<file path="config.mk">
export PLATFORM = sky130hd
export DESIGN_NAME = complex_matrix_addsub_stream
export DESIGN_NICKNAME = d
export VERILOG_FILES = /design/src/rtl/complex_matrix_addsub_stream.sv
export SDC_FILE = /design/constraint.sdc
export NUM_CORES = 1
export LEC_CHECK = 0
export ABC_AREA = 1
export BUFFER_PORTS_ARGS = -buffer_cell sky130_fd_sc_hd__buf_2
export CORE_ASPECT_RATIO = 1.75
export CORE_MARGIN = 10
export CORE_UTILIZATION = 45
export DETAILED_ROUTE_END_ITERATION = 7
export HOLD_SLACK_MARGIN = 0.05
export PLACE_DENSITY = 0.66
export REMOVE_ABC_BUFFERS = 1
export SKIP_CTS_REPAIR_TIMING = 1
export SYNTH_ARGS = -nofsm -noshare
export SYNTH_HDL_FRONTEND = slang
export SYNTH_SLANG_ARGS = --single-unit
export TNS_END_PERCENT = 20
</file>
<file path="constraint.sdc">
create_clock -name clk -period 2.95 [get_ports clk]
set_input_delay 0.59 -clock clk [delete_from_list [all_inputs] [get_ports clk]]
set_output_delay 0.59 -clock clk [all_outputs]
set_load 0.01 [all_outputs]
</file>
<file path="src/rtl/complex_matrix_addsub_stream.sv">
// complex_matrix_addsub_stream
// Loads ROWS x COLS complex operand pairs over a valid/ready input stream,
// computes element-wise A+B or A-B one element per cycle, then streams the
// results out over a valid/ready output port.
// Optional macro CMPLX_ADDSUB_SAT_EN: clamp each result part to the HW-bit
// signed range before sign-extending it back to RW bits.
module complex_matrix_addsub_stream #(
   parameter int ROWS = 2,
   parameter int COLS = 2,
   parameter int DW   = 16
) (
   input  logic          clk,
   input  logic          rst,
   input  logic          start,
   input  logic          op,
   input  logic          in_valid,
   output logic          in_ready,
   input  logic [DW-1:0] a_in,
   input  logic [DW-1:0] b_in,
   output logic          out_valid,
   input  logic          out_ready,
   output logic [DW+1:0] out_data,
   output logic          busy,
   output logic          done
);

   localparam int N  = ROWS * COLS;
   localparam int HW = DW / 2;
   localparam int RW = HW + 1;
   localparam int IW = (N > 1) ? $clog2(N) : 1;
   localparam logic [IW-1:0] LAST = IW'(N - 1);

   typedef enum logic [1:0] {IDLE, LOAD, COMPUTE, OUTPUT} state_t;

   state_t          state_reg, state_next;
   logic [IW-1:0]   index_reg, index_next;
   logic            op_reg, op_next;
   logic            done_reg, done_next;

   // Operand and result buffers; contents survive reset on purpose.
   logic [DW-1:0]   a_mem   [N];
   logic [DW-1:0]   b_mem   [N];
   logic [2*RW-1:0] res_mem [N];

   logic [DW-1:0]   a_rd_reg, b_rd_reg;
   logic [2*RW-1:0] out_data_reg;
   logic [2*RW-1:0] res_value;

   // Control strobes produced by the FSM
   logic            in_fire;
   logic            opnd_rd_en;
   logic [IW-1:0]   opnd_rd_addr;
   logic            res_wr_en;
   logic            out_ld_en;
   logic [IW-1:0]   out_ld_addr;
   logic            out_clr;

   // State register and transaction bookkeeping
   always_ff @(posedge clk) begin
      if (rst) begin
         state_reg <= IDLE;
         index_reg <= '0;
         op_reg    <= 1'b0;
         done_reg  <= 1'b0;
      end else begin
         state_reg <= state_next;
         index_reg <= index_next;
         op_reg    <= op_next;
         done_reg  <= done_next;
      end
   end

   // Next-state logic, handshake outputs and buffer strobes
   always_comb begin
      state_next   = state_reg;
      index_next   = index_reg;
      op_next      = op_reg;
      done_next    = 1'b0;
      in_ready     = 1'b0;
      out_valid    = 1'b0;
      busy         = (state_reg != IDLE);
      in_fire      = 1'b0;
      opnd_rd_en   = 1'b0;
      opnd_rd_addr = '0;
      res_wr_en    = 1'b0;
      out_ld_en    = 1'b0;
      out_ld_addr  = '0;
      out_clr      = 1'b0;
      case (state_reg)
         IDLE: begin
            // The done cycle still counts as the tail of the previous job.
            if (start && !done_reg) begin
               op_next    = op;
               index_next = '0;
               state_next = LOAD;
            end
         end
         LOAD: begin
            in_ready = 1'b1;
            if (in_valid) begin
               in_fire = 1'b1;
               if (index_reg == LAST) begin
                  index_next   = '0;
                  state_next   = COMPUTE;
                  // Prefetch element 0 so COMPUTE starts with operands ready.
                  opnd_rd_en   = 1'b1;
                  opnd_rd_addr = '0;
               end else begin
                  index_next = index_reg + 1'b1;
               end
            end
         end
         COMPUTE: begin
            res_wr_en = 1'b1;
            if (index_reg == LAST) begin
               index_next  = '0;
               state_next  = OUTPUT;
               // Preload result 0 so out_data is valid in the first OUTPUT cycle.
               out_ld_en   = 1'b1;
               out_ld_addr = '0;
            end else begin
               index_next   = index_reg + 1'b1;
               opnd_rd_en   = 1'b1;
               opnd_rd_addr = index_reg + 1'b1;
            end
         end
         OUTPUT: begin
            out_valid = 1'b1;
            if (out_ready) begin
               if (index_reg == LAST) begin
                  index_next = '0;
                  state_next = IDLE;
                  done_next  = 1'b1;
                  out_clr    = 1'b1;
               end else begin
                  index_next  = index_reg + 1'b1;
                  out_ld_en   = 1'b1;
                  out_ld_addr = index_reg + 1'b1;
               end
            end
         end
         default: state_next = IDLE;
      endcase
   end

   // Operand buffer write during LOAD
   always_ff @(posedge clk) begin
      if (in_fire) begin
         a_mem[index_reg] <= a_in;
         b_mem[index_reg] <= b_in;
      end
   end

   // Registered operand read; bypass covers the single-element case
   always_ff @(posedge clk) begin
      if (rst) begin
         a_rd_reg <= '0;
         b_rd_reg <= '0;
      end else if (opnd_rd_en) begin
         if (in_fire && (opnd_rd_addr == index_reg)) begin
            a_rd_reg <= a_in;
            b_rd_reg <= b_in;
         end else begin
            a_rd_reg <= a_mem[opnd_rd_addr];
            b_rd_reg <= b_mem[opnd_rd_addr];
         end
      end
   end

`ifdef CMPLX_ADDSUB_SAT_EN
   // Clamp an RW-bit exact result into the HW-bit signed range.
   function automatic logic [RW-1:0] clamp_part(input logic [RW-1:0] v);
      if (v[RW-1] != v[RW-2])
         return v[RW-1] ? {2'b11, {(HW-1){1'b0}}} : {2'b00, {(HW-1){1'b1}}};
      return v;
   endfunction
`endif

   // Lane 0 is the imaginary part, lane 1 the real part.
   genvar gi;
   generate
      for (gi = 0; gi < 2; gi++) begin : g_part
         logic [RW-1:0] a_x, b_x, sum;
         assign a_x = {a_rd_reg[gi*HW+HW-1], a_rd_reg[gi*HW +: HW]};
         assign b_x = {b_rd_reg[gi*HW+HW-1], b_rd_reg[gi*HW +: HW]};
         assign sum = op_reg ? (a_x - b_x) : (a_x + b_x);
`ifdef CMPLX_ADDSUB_SAT_EN
         assign res_value[gi*RW +: RW] = clamp_part(sum);
`else
         assign res_value[gi*RW +: RW] = sum;
`endif
      end
   endgenerate

   // Result buffer write, one element per COMPUTE cycle
   always_ff @(posedge clk) begin
      if (res_wr_en) begin
         res_mem[index_reg] <= res_value;
      end
   end

   // Output register: holds while stalled, reloads on each accepted beat
   always_ff @(posedge clk) begin
      if (rst) begin
         out_data_reg <= '0;
      end else if (out_clr) begin
         out_data_reg <= '0;
      end else if (out_ld_en) begin
         if (res_wr_en && (out_ld_addr == index_reg))
            out_data_reg <= res_value;
         else
            out_data_reg <= res_mem[out_ld_addr];
      end
   end

   assign out_data = out_data_reg;
   assign done     = done_reg;

endmodule

</file>
==> reports/metrics.cfg <==
[run_status]
status=completed

[clocking]
h-tree-depth=1
tritoncts=yes
clk_pin_slew_worst_paths_ps=70
root_buffer=clkbuf_16
clock-sinks=256
insertion_delay_ps=530
cts_buffer_depth=3
cts_buffers=24

[routing]
drcViolationCount=0
wl_per_cell_microns=15.0
drt_first_pass_iters=6
viasPerCell=4.88
drt_iter0_markers=518
ant_nets=0
via_count=8219
wl_microns=25300

[finish]
num_antenna_cells=0
num-fill-cells=2442
drive_above_1_share_pct=9.49
top_regs=res_mem (72), a_mem (64), b_mem (64)
area_delta_synth_final_pct=11.2
regArea_sq_mm=0.00713
fin_area_sq_mm=0.0134
multiInputGateArea_sq_mm=0.00356
largest_register_ffs=72
final_nets=1408
regMostFlops=res_mem

[logic_synthesis]
synth_fa_ha_area_share_pct=3.03
ys_warn_count=0
synth_xor_area_share_pct=1.02
synth_compound_area_share_pct=3.06
synth_cell_types=28
synth_top_family_by_area=simple AND/OR/NAND/NOR gates
ys_top_cells_by_area=edfxtp_1 (50%), dfxtp_1 (9.3%), inv_1 (8.8%)
yosysSeqAreaShare_pct=59.2
synth_edf_count=200
synthFlopType=edfxtp_1
ys_async_sr_fraction_pct=0
yosysTopAreaCell=edfxtp_1
synth_top_area_share_pct=49.9
synth_mux_area_share_pct=0
synthSimpleGateAreaFrac_pct=22.4
syn_inst=1289
syn_area_sq_mm=0.0120
synth_seq_cells=256
synth.avg_cell_area_sq_um=9.34

[die]
core.rowCount=79
io_pins=60
core_area_sq_mm=0.0265
start_util_pct=45.5
die_y_microns=236
die_w_microns=144
die_area_sq_mm=0.0340

[global_route]
grt_pass1_vias=8444
antenna_found_initial=0
grt_max_degree=65
grt_pass1_wl_microns=41900
grt_use_total_pct=15.2
grt_overflow=0

[placed_design]
port_buffers=59
placed_area_sq_mm=0.0126
gp_congestion=0.870
post-dp-hpwl_microns=17000

[timing]
clock.fmax_mhz=396
slew_viol_final=0
setup_viol=0
tightest_slew_ps=624
fin_skew_ps=20.5
rsz0062_at_grt=no
fin_crit_sh_pct=85.5
hold_violations=0
layout_min_cycle_time_ps=2520
maxSlewHeadroom_pct=58.3

[critical_path]
worst-path-max-fanout=4
arrival_ps=2780
critPathRequiredTime_ps=3210
critPathCaptureType=register
critPathKind=register to register
start_kind=register

[run]
cap_violations=0

[power_and_ir_drop]
p_leak_nw=6.26
peakVddDrop_mv=0.622
powerDensity_mw_per_mm2=992
total_power_mw=13.3

[hold_path]
hp-class=input port to register

==> path summary, 6_finish.rpt <==
| check | from | end | slack (ps) | cells past startpoint |
|---|---|---|---|---|
| worst max-delay path | b_rd_reg[8] | res_mem[2][14] | 430 | 12 |
| worst min-delay path | a_in[10] | a_mem[2][10] | 270 | 1 |
| worst max register to register | b_rd_reg[8] | res_mem[2][14] | 430 | 12 |
| worst min register to register | index_reg[1] | index_reg[1] | 530 | 2 |
==> critical path, cell delays in order (launching register included) <==
cell     delay, ps
dfxtp_1        330
inv_1           70
ha_1           210
inv_1           50
nor2_1          70
o21ai_0        150
o21ai_0        100
ha_1           380
nand2_1         60
o21ai_0        430
nand3_1        170
nand3_1        110
nand2_1         90
==> cell usage in the layout (no fill, tap or decap) <==
master / instances
buf_4: 19
inv_1: 281
nor2_2: 3
a21oi_1: 33
xnor2_1: 2
clkbuf_16: 25
a21o_1: 2
nor2_1: 50
nand2_2: 2
clkbuf_1: 2
o21ai_2: 1
bufinv_16: 1
nor2_8: 1
nand2_1: 270
fa_1: 2
nor3_1: 2
xor2_1: 12
clkinv_1: 5
edfxtp_1: 200
buf_12: 2
o21bai_1: 2
nand3_1: 184
inv_2: 5
buf_2: 59
clkinvlp_4: 2
clkbuf_8: 1
o21ai_0: 29
nand3b_1: 68
ha_1: 26
o21ai_1: 4
clkinv_2: 7
dfxtp_1: 56
nand2_4: 1
==> per-layer routing <==
layer	share of wire [%]	track usage, %
met1	38	15.8
met3	3.4	2.13
met5	0	0
met4	2.5	5.25
met2	56	29.5
==> per-stage QoR <==
step / hold WS [ps] / util [%] / std cells / worst slack (ps) / setup TNS (ps)
2_1_floorplan: 472 / - / 1236 / -13.2 / -422
3_3_place_gp: 520 / 47.7 / 1640 / 496 / 0
3_5_place_dp: 517 / 47.7 / 1640 / 441 / 0
4_1_cts: 253 / 50.6 / 1683 / 407 / 0
5_1_grt: 260 / 50.6 / 1683 / 190 / 0
6_report: 273 / 50.6 / 1683 / 427 / 0
==> synthesized netlist by cell type, drive strengths merged, types with 12 or more instances <==
cell / instances
clkbuf: 19
a21oi: 33
nand3b: 68
edfxtp: 200
nand3: 184
buf: 34
dfxtp: 56
nand2: 273
ha: 26
xor2: 12
o21ai: 34
nor2: 54
inv: 286
==> report_power, final <==
part | internal, mW | switching, mW | leakage [nW]
combinational | 1.64 | 3.36 | 3.63
clock | 1.65 | 1.29 | 0.367
sequential | 5.17 | 0.185 | 2.26
==> cell type report <==
cell class	count	area share [%]
clock buffers	28	4.83
inverters	286	8.02
multi-input cells	694	26.6
clock inverters	15	0.738
flip-flops and latches	256	53.2
repair buffers	80	3.57
well taps	324	3.03
==> cell families (layout without fill, tap and decap cells) <==
| kind of cell | Yosys count | after routing |
|---|---|---|
| simple gates | 581 | 581 |
| fa+ha+maj | 28 | 28 |
| buf+inv | 339 | 409 |
| flops | 256 | 256 |
| compound gates | 71 | 71 |
| xor+xnor | 14 | 14 |
No activity file was read; power rests on OpenSTA's default activity.
